## src/rtl/pipe_ctrl_pkg.sv

```systemverilog
// Shared constants and state encoding for the pipeline sequencer.
package pipe_ctrl_pkg;

  localparam logic [3:0] REG_INVALID  = 4'hF;
  localparam int         MEM_WAIT_DEF = 2;

  typedef enum logic [1:0] {
    S_ARB   = 2'd0,
    S_DATA  = 2'd1,
    S_FETCH = 2'd2
  } state_t;

endpackage

```

## src/rtl/pipe_ctrl_load_use_detect.sv

```systemverilog
// Load-use hazard detect: the EX-stage load writes a register the ID-stage instruction reads.
module load_use_detect
  import pipe_ctrl_pkg::*;
(
  input  logic [3:0] id_rs_a,
  input  logic [3:0] id_rs_b,
  input  logic [3:0] ex_wreg_addr,
  input  logic       ex_is_load,
  output logic       hz
);

  assign hz = ex_is_load & (ex_wreg_addr != REG_INVALID) &
              ((ex_wreg_addr == id_rs_a) | (ex_wreg_addr == id_rs_b));

endmodule

```

## src/rtl/pipe_ctrl.sv

```systemverilog
// Pipeline sequencer: arbitrates the shared SRAM port per slot and issues
// one-cycle advance pulses with load-use stall and taken-branch flush.
//
// state   | meaning
// S_ARB   | one cycle; sample mem_req/mem_wr, SRAM idle
// S_DATA  | MEM-stage data access, MEM_WAIT cycles
// S_FETCH | instruction fetch, MEM_WAIT cycles; last cycle is the slot end
module pipe_ctrl
  import pipe_ctrl_pkg::*;
#(
  parameter int MEM_WAIT = MEM_WAIT_DEF
) (
  input  logic       mwi_clk,
  input  logic       mwi_rst,
  input  logic [3:0] id_rs_a,
  input  logic [3:0] id_rs_b,
  input  logic [3:0] ex_wreg_addr,
  input  logic       ex_is_load,
  input  logic       mem_req,
  input  logic       mem_wr,
  input  logic       br_taken,
  output logic       mem_sel,
  output logic       mem_cs,
  output logic       mem_we,
  output logic       pc_en,
  output logic       ifid_en,
  output logic       idex_en,
  output logic       exmem_en,
  output logic       memwb_en,
  output logic       ifid_flush,
  output logic       idex_bubble
);

  localparam logic [3:0] LP_LAST = 4'(MEM_WAIT - 1);

  state_t     r_state, w_state_nxt;
  logic [3:0] r_cnt, w_cnt_nxt;
  logic       r_we, w_we_nxt;
  logic       w_last;
  logic       w_hz;
  logic       w_slot_end;

  load_use_detect u_load_use_detect (
    .id_rs_a      (id_rs_a),
    .id_rs_b      (id_rs_b),
    .ex_wreg_addr (ex_wreg_addr),
    .ex_is_load   (ex_is_load),
    .hz           (w_hz)
  );

  assign w_last = (r_cnt == LP_LAST);

  always_ff @(posedge mwi_clk or negedge mwi_rst) begin
    if (!mwi_rst) begin
      r_state <= S_ARB;
      r_cnt   <= 4'd0;
      r_we    <= 1'b0;
    end else begin
      r_state <= w_state_nxt;
      r_cnt   <= w_cnt_nxt;
      r_we    <= w_we_nxt;
    end
  end

  always_comb begin
    w_state_nxt = r_state;
    w_cnt_nxt   = r_cnt;
    w_we_nxt    = r_we;
    w_slot_end  = 1'b0;
    mem_sel     = 1'b0;
    mem_cs      = 1'b0;
    mem_we      = 1'b0;
    case (r_state)
      S_ARB: begin
        w_cnt_nxt   = 4'd0;
        w_we_nxt    = mem_req & mem_wr;
        w_state_nxt = mem_req ? S_DATA : S_FETCH;
      end
      S_DATA: begin
        // select held for the whole state so the SRAM address never moves mid-access
        mem_sel = 1'b1;
        mem_cs  = 1'b1;
        mem_we  = r_we;
        if (w_last) begin
          w_cnt_nxt   = 4'd0;
          w_state_nxt = S_FETCH;
        end else begin
          w_cnt_nxt = r_cnt + 4'd1;
        end
      end
      S_FETCH: begin
        mem_cs = 1'b1;
        if (w_last) begin
          w_cnt_nxt   = 4'd0;
          w_slot_end  = 1'b1;
          w_state_nxt = S_ARB;
        end else begin
          w_cnt_nxt = r_cnt + 4'd1;
        end
      end
      default: begin
        w_cnt_nxt   = 4'd0;
        w_state_nxt = S_ARB;
      end
    endcase
  end

  // a hazard holds PC and IF/ID so the same instruction is refetched; branch is ignored that slot
  assign pc_en       = w_slot_end & ~w_hz;
  assign ifid_en     = w_slot_end & ~w_hz;
  assign idex_en     = w_slot_end;
  assign exmem_en    = w_slot_end;
  assign memwb_en    = w_slot_end;
  assign ifid_flush  = w_slot_end & ~w_hz & br_taken;
  assign idex_bubble = w_slot_end & w_hz;

endmodule

```

## config.mk

```make
export PLATFORM = sky130hd
export DESIGN_NAME = pipe_ctrl
export DESIGN_NICKNAME = d
export VERILOG_FILES = /design/src/rtl/pipe_ctrl_pkg.sv /design/src/rtl/pipe_ctrl_load_use_detect.sv /design/src/rtl/pipe_ctrl.sv
export SDC_FILE = /design/constraint.sdc
export NUM_CORES = 1
export LEC_CHECK = 0
export ABC_AREA = 1
export CORE_MARGIN = 2
export CORE_UTILIZATION = 32
export CTS_CLUSTER_DIAMETER = 120
export DETAILED_ROUTE_END_ITERATION = 8
export MAX_ROUTING_LAYER = met4
export PLACE_DENSITY = 0.77
export SYNTH_ARGS = -nofsm -noshare
export SYNTH_HDL_FRONTEND = slang
export SYNTH_SLANG_ARGS = --single-unit
```

## constraint.sdc

```tcl
create_clock -name mwi_clk -period 1.2 [get_ports mwi_clk]
set_input_delay 0.12 -clock mwi_clk [delete_from_list [all_inputs] [get_ports mwi_clk]]
set_output_delay 0.12 -clock mwi_clk [all_outputs]
set_load 0.01 [all_outputs]
```

=== Word level (Yosys, flattened, before mapping) ===
Cells that the tools add are included.

* Mux-type cells: 11
* Eq/ne operators: 8
* $add $sub $neg: 1
* Reductions and logical operators: 3
* Bitwise operators: 8

{| class="wikitable"
|+ Operators by type and width
! operator !! number
|-
| 4-bit == test || 2
|-
| 4-bit 2-to-1 mux || 2
|-
| 1-bit bitwise AND || 6
|-
| 2-bit 2-to-1 mux || 3
|-
| 2-bit one-hot mux with 3 select lines || 1
|-
| 1-bit 2-to-1 mux || 5
|-
| 4-bit by 1-bit adder with 4-bit output (second input constant) || 1
|-
| 4-bit by 1-bit == test with 1-bit output (second input constant) || 1
|-
| 2-bit != test (second input constant) || 2
|-
| 4-bit != test (second input constant) || 1
|-
| 2-bit by 1-bit == test with 1-bit output (second input constant) || 1
|-
| 2-bit == test (second input constant) || 1
|-
| 2-bit logical NOT || 1
|-
| 2-bit AND reduction || 1
|-
| 2-bit OR reduction || 1
|-
| 1-bit NOT || 1
|-
| 1-bit bitwise OR || 1
|}

* Output and inout bits: 10
* Register bits: 7
* Logic and storage cells: 34

=== Longest topological paths before layout ===
* Word-level depth: 6
* Mapped depth: 10
* Depth with buffers taken out: 9

=== Hierarchy ===
Synthesis repeated with hierarchy kept, for this count alone.

* Cell total of the unflattened synthesis: 102
* Area total of the unflattened synthesis: 625.6 um^2

{| class="wikitable"
|+ Modules (own cells, without submodules)
! module !! cells an instance !! seq. area each (um^2) !! times used !! area each (um^2)
|-
| pipe_ctrl || 57 || 175.2 || 1 || 449.2
|-
| load_use_detect || 45 || 0.0 || 1 || 176.4
|}

=== Least setup slack after synthesis ===
No wires, ideal clock.

* Path type: flip-flop to output port
* From: register r_state[0]
* To: output pc_en
* Cell stages (with the launch flop): 8
* Data arrival time: 1.168 ns
* Required time: 1.080 ns
* Buffers on the path: 1
* Setup slack: -0.088 ns
* Cell sequence: dfrtp_1 > inv_1 > ha_1 > nand3_1 > inv_1 > nand2_1 > inv_1 > buf_4

* Cells in the longest elaborated chain, start to end: 3

{| class="wikitable"
|+ RTL lines
! what !! RTL line !! source
|-
| from (decl) || pipe_ctrl.sv:36 || <nowiki>state_t r_state, w_state_nxt;</nowiki>
|-
| from (signal assigned) || pipe_ctrl.sv:59 || <nowiki>r_state <= w_state_nxt;</nowiki>
|-
| 2-bit == test || pipe_ctrl.sv:73 || <nowiki>case (r_state)</nowiki>
|-
| 1-bit 2-to-1 mux || pipe_ctrl.sv:73 ||
|-
| via exmem_en || pipe_ctrl.sv:28 || <nowiki>output logic exmem_en,</nowiki>
|-
| 1-bit bitwise AND || -- ||
|-
| to (decl) || pipe_ctrl.sv:25 || <nowiki>output logic pc_en,</nowiki>
|}

The timed path passes the listed nets, and every way through them passes these cells.

=== Worst setup path after layout ===
* From: register r_state[0]
* To: output ifid_flush

* Cells in the longest elaborated chain, start to end: 4

{| class="wikitable"
|+ RTL lines
! what !! RTL line !! source
|-
| 2-bit == test || pipe_ctrl.sv:73 ||
|-
| 1-bit 2-to-1 mux || pipe_ctrl.sv:73 ||
|-
| 1-bit bitwise AND (2 in series) || pipe_ctrl.sv:114 || <nowiki>assign ifid_flush = w_slot_end & ~w_hz & br_taken;</nowiki>
|-
| to (decl) || pipe_ctrl.sv:30 || <nowiki>output logic ifid_flush,</nowiki>
|}

No other way between the ends.

==> results.yml <==
outcome:
  status: "finished, violations left"
  violations: "negative setup slack"
power:
  power.leakage_nw: 0.599
  vdd_drop_max_uv: 1310
  powerDensity_nw_per_um2: 1720
  power.total_mw: 1.82
  power_frac_seq: 0.209
  switching_share: 0.399
  power.internal_mw: 1.09
  power_switching_mw: 0.728
  power_frac_comb: 0.676
  clkPwrFrac: 0.115
floorplan:
  num_rows: 15
  start_util: 0.337
  die_w_um: 46.6
  core_area_um2: 1730
  die_area_um2: 2180
  die_h_um: 46.6
  ios: 28
synthesis:
  yosys.area.top_type: "dfrtp_1"
  synth_most_common_cell: "nand2_1"
  postSynthAreaPerCell_um2: 6.26
  synth_fp_nets: 116
  async_flop_share: 1.00
  yosys_register_bits: 7
  synth_top_area_share: 0.301
  synthCells: 93
  yosysUniqueCellTypes: 13
  yosys_warnings: 0
  yosysSeqAreaShare: 0.301
  synthTopCellsByArea: "dfrtp_1 30%, nand2_1 22%, inv_1 12%"
  yosys-top-cells-count: "34 x nand2_1, 19 x inv_1, 12 x nor2_1, 7 x dfrtp_1"
  netlist_area_um2: 582
  synth-edff-count: 0
  dominantRegCellSynth: "dfrtp_1"
place:
  gp_congestion: 0.749
  post_dp_cell_area_um2: 951
  port_buffers: 27
  place_ws_ns: -0.645
  place_hpwl_mm: 1.17
timing:
  finalHoldViolCount: 0
  worst_pin_slew_ns: 0.311
  slew_violations: 0
  rsz0062_at_grt: "true"
  setup_viol: 11
  timing.final.ws_setup_ns: -0.182
  fin_crit_ns: 1.38
  fmax_ghz: 0.723
  finalCritPeriodShare: 1.15
  setup_tns_ns: -1.25
  finalClockSkew_ns: 0.00481
  relSlewSlack: 0.792
final_layout:
  final_area_um2: 1060
  register_area_um2: 175
  diodes: 0
  fill_cells: 171
  final_nets: 158
  drive_above_1_share: 0.343
  multi_input_area_um2: 404
  area_growth_pct: 82.2
setup_path:
  worstSetupPathType: "reg2out"
  required_ns: 1.08
  critPathCaptureType: "output pin"
  cp_data_arrival_time_ns: 1.26
  path_max_fanout: 2
  cp-start-kind: "flop"
run:
  cap_violations: 0
route:
  drc_errors: 0
  via_count: 673
  drt_iter0_drc: 2
  drt_wl_total_mm: 1.53
  wl_per_cell_um: 9.62
  ant_nets: 0
  first_pass_iters: 3
  via_per_inst: 4.23
global_route:
  grt_overflow_total: 0
  grt_pass1_wl_mm: 2.33
  track_usage: 0.155
  grt_max_degree: 8
  grt_pass1_vias: 629
  antenna_found_initial: 0
cts:
  clock_latency_ns: 0.25
  cts_inserted_buffers: 3
  cts_tree: "yes"
  cts.clk_slew.worst_paths_ns: 0.05
  hold_buffers: 0
  root_buffer: "clkbuf_4"
  cts.sinks: 7
  clockBufferDepth: 2
  htreeDepth: 1
worst_hold_path:
  min_path_type: "in2async"
-- state kept, by name, indices dropped and copies added (netlist names) --
signal / flops
r_cnt: 4
r_state: 2
r_we: 1
-- worst max-delay path, cell delays in order, from the launching register on --
cell	delay, ns
dfrtp_1	0.38
inv_2	0.08
ha_4	0.14
nand3_4	0.07
inv_2	0.07
nand2_2	0.05
nor2_1	0.09
buf_2	0.13
-- cell families (layout without fill, tap and decap cells) --
group	Yosys count	after routing	share of synthesized area
AOI/OAI and AO/OA	5	5	0.0538
xor gates and xnor gates	2	2	0.0301
and+or+nand+nor	51	51	0.340
adders and majority gates	5	5	0.108
buffers and inverters	23	64	0.168
DFF	7	7	0.301
-- cell type report --
cell class	count	area share
multi-input cells	63	0.381
repair buffers	40	0.328
flip-flops and latches	7	0.165
inverters	20	0.0708
well taps	25	0.0295
clock buffers	4	0.0248
-- stage by stage --
stage	utilization	std cells	hold slack, ns
finish	0.614	159	0.124
global route	0.614	159	0.150
CTS	0.586	158	0.128
detailed placement	0.551	153	0.400
global placement	0.551	153	0.393
floorplan	-	93	-0.176
-- power groups by stage --
stage / clock (mW) / sequential (mW) / combinational, mW
final: 0.209 / 0.380 / 1.23
after global routing: 0.237 / 0.389 / 1.36
after CTS: 0.220 / 0.369 / 1.08
after detailed placement: 0 / 0.363 / 0.909
after global placement: 0 / 0.359 / 0.891
after floorplan: 0 / 0.366 / 0.454
-- routing by layer --
layer / share of wire / wire length, µm / GRT usage / up-vias
met5: 0 / 0 / - / -
met1: 0.39 / 599 / 0.152 / 300
met4: 0.013 / 20 / 0.0667 / 0
met3: 0.065 / 99 / 0.0275 / 2
met2: 0.53 / 809 / 0.292 / 18
li1: - / - / - / 353
-- cells in the final DEF (no fill, tap or decap), drive strengths merged --
master | Yosys | layout
nand2 | 34 | 34
ha | 5 | 5
dfrtp | 7 | 7
xor2 | 1 | 1
o21a | 1 | 1
dlygate4sd2 | 0 | 12
clkdlybuf4s50 | 0 | 5
inv | 20 | 20
clkbuf | 0 | 4
o21ai | 4 | 4
xnor2 | 1 | 1
nand3 | 5 | 5
nor2 | 12 | 12
buf | 3 | 23
-- worst paths after layout --
| path | from | endpoint | slack [ns] | cells after the start |
|---|---|---|---|---|
| setup / recovery | r_state[0] | ifid_flush | -0.18 | 7 |
| hold / removal | mwi_rst | r_cnt[0] | 0.12 | 1 |
| setup reg to reg | r_state[1] | r_state[0] | -0.08 | 6 |
| hold reg to reg | r_we | r_we | 0.49 | 2 |
| max in group asynchronous | mwi_rst | r_we | 0.84 | 1 |
| min in group mwi_clk | mem_wr | r_we | 0.44 | 3 |
-- timing repair --
item,in CTS,in global routing
resized for setup,71,10
endpoints found under the setup margin,12,16
setup buffers,1,1
pin swaps,6,5
endpoints found under the hold margin,0,0
Note: power is estimated with default switching activity, not from simulation.
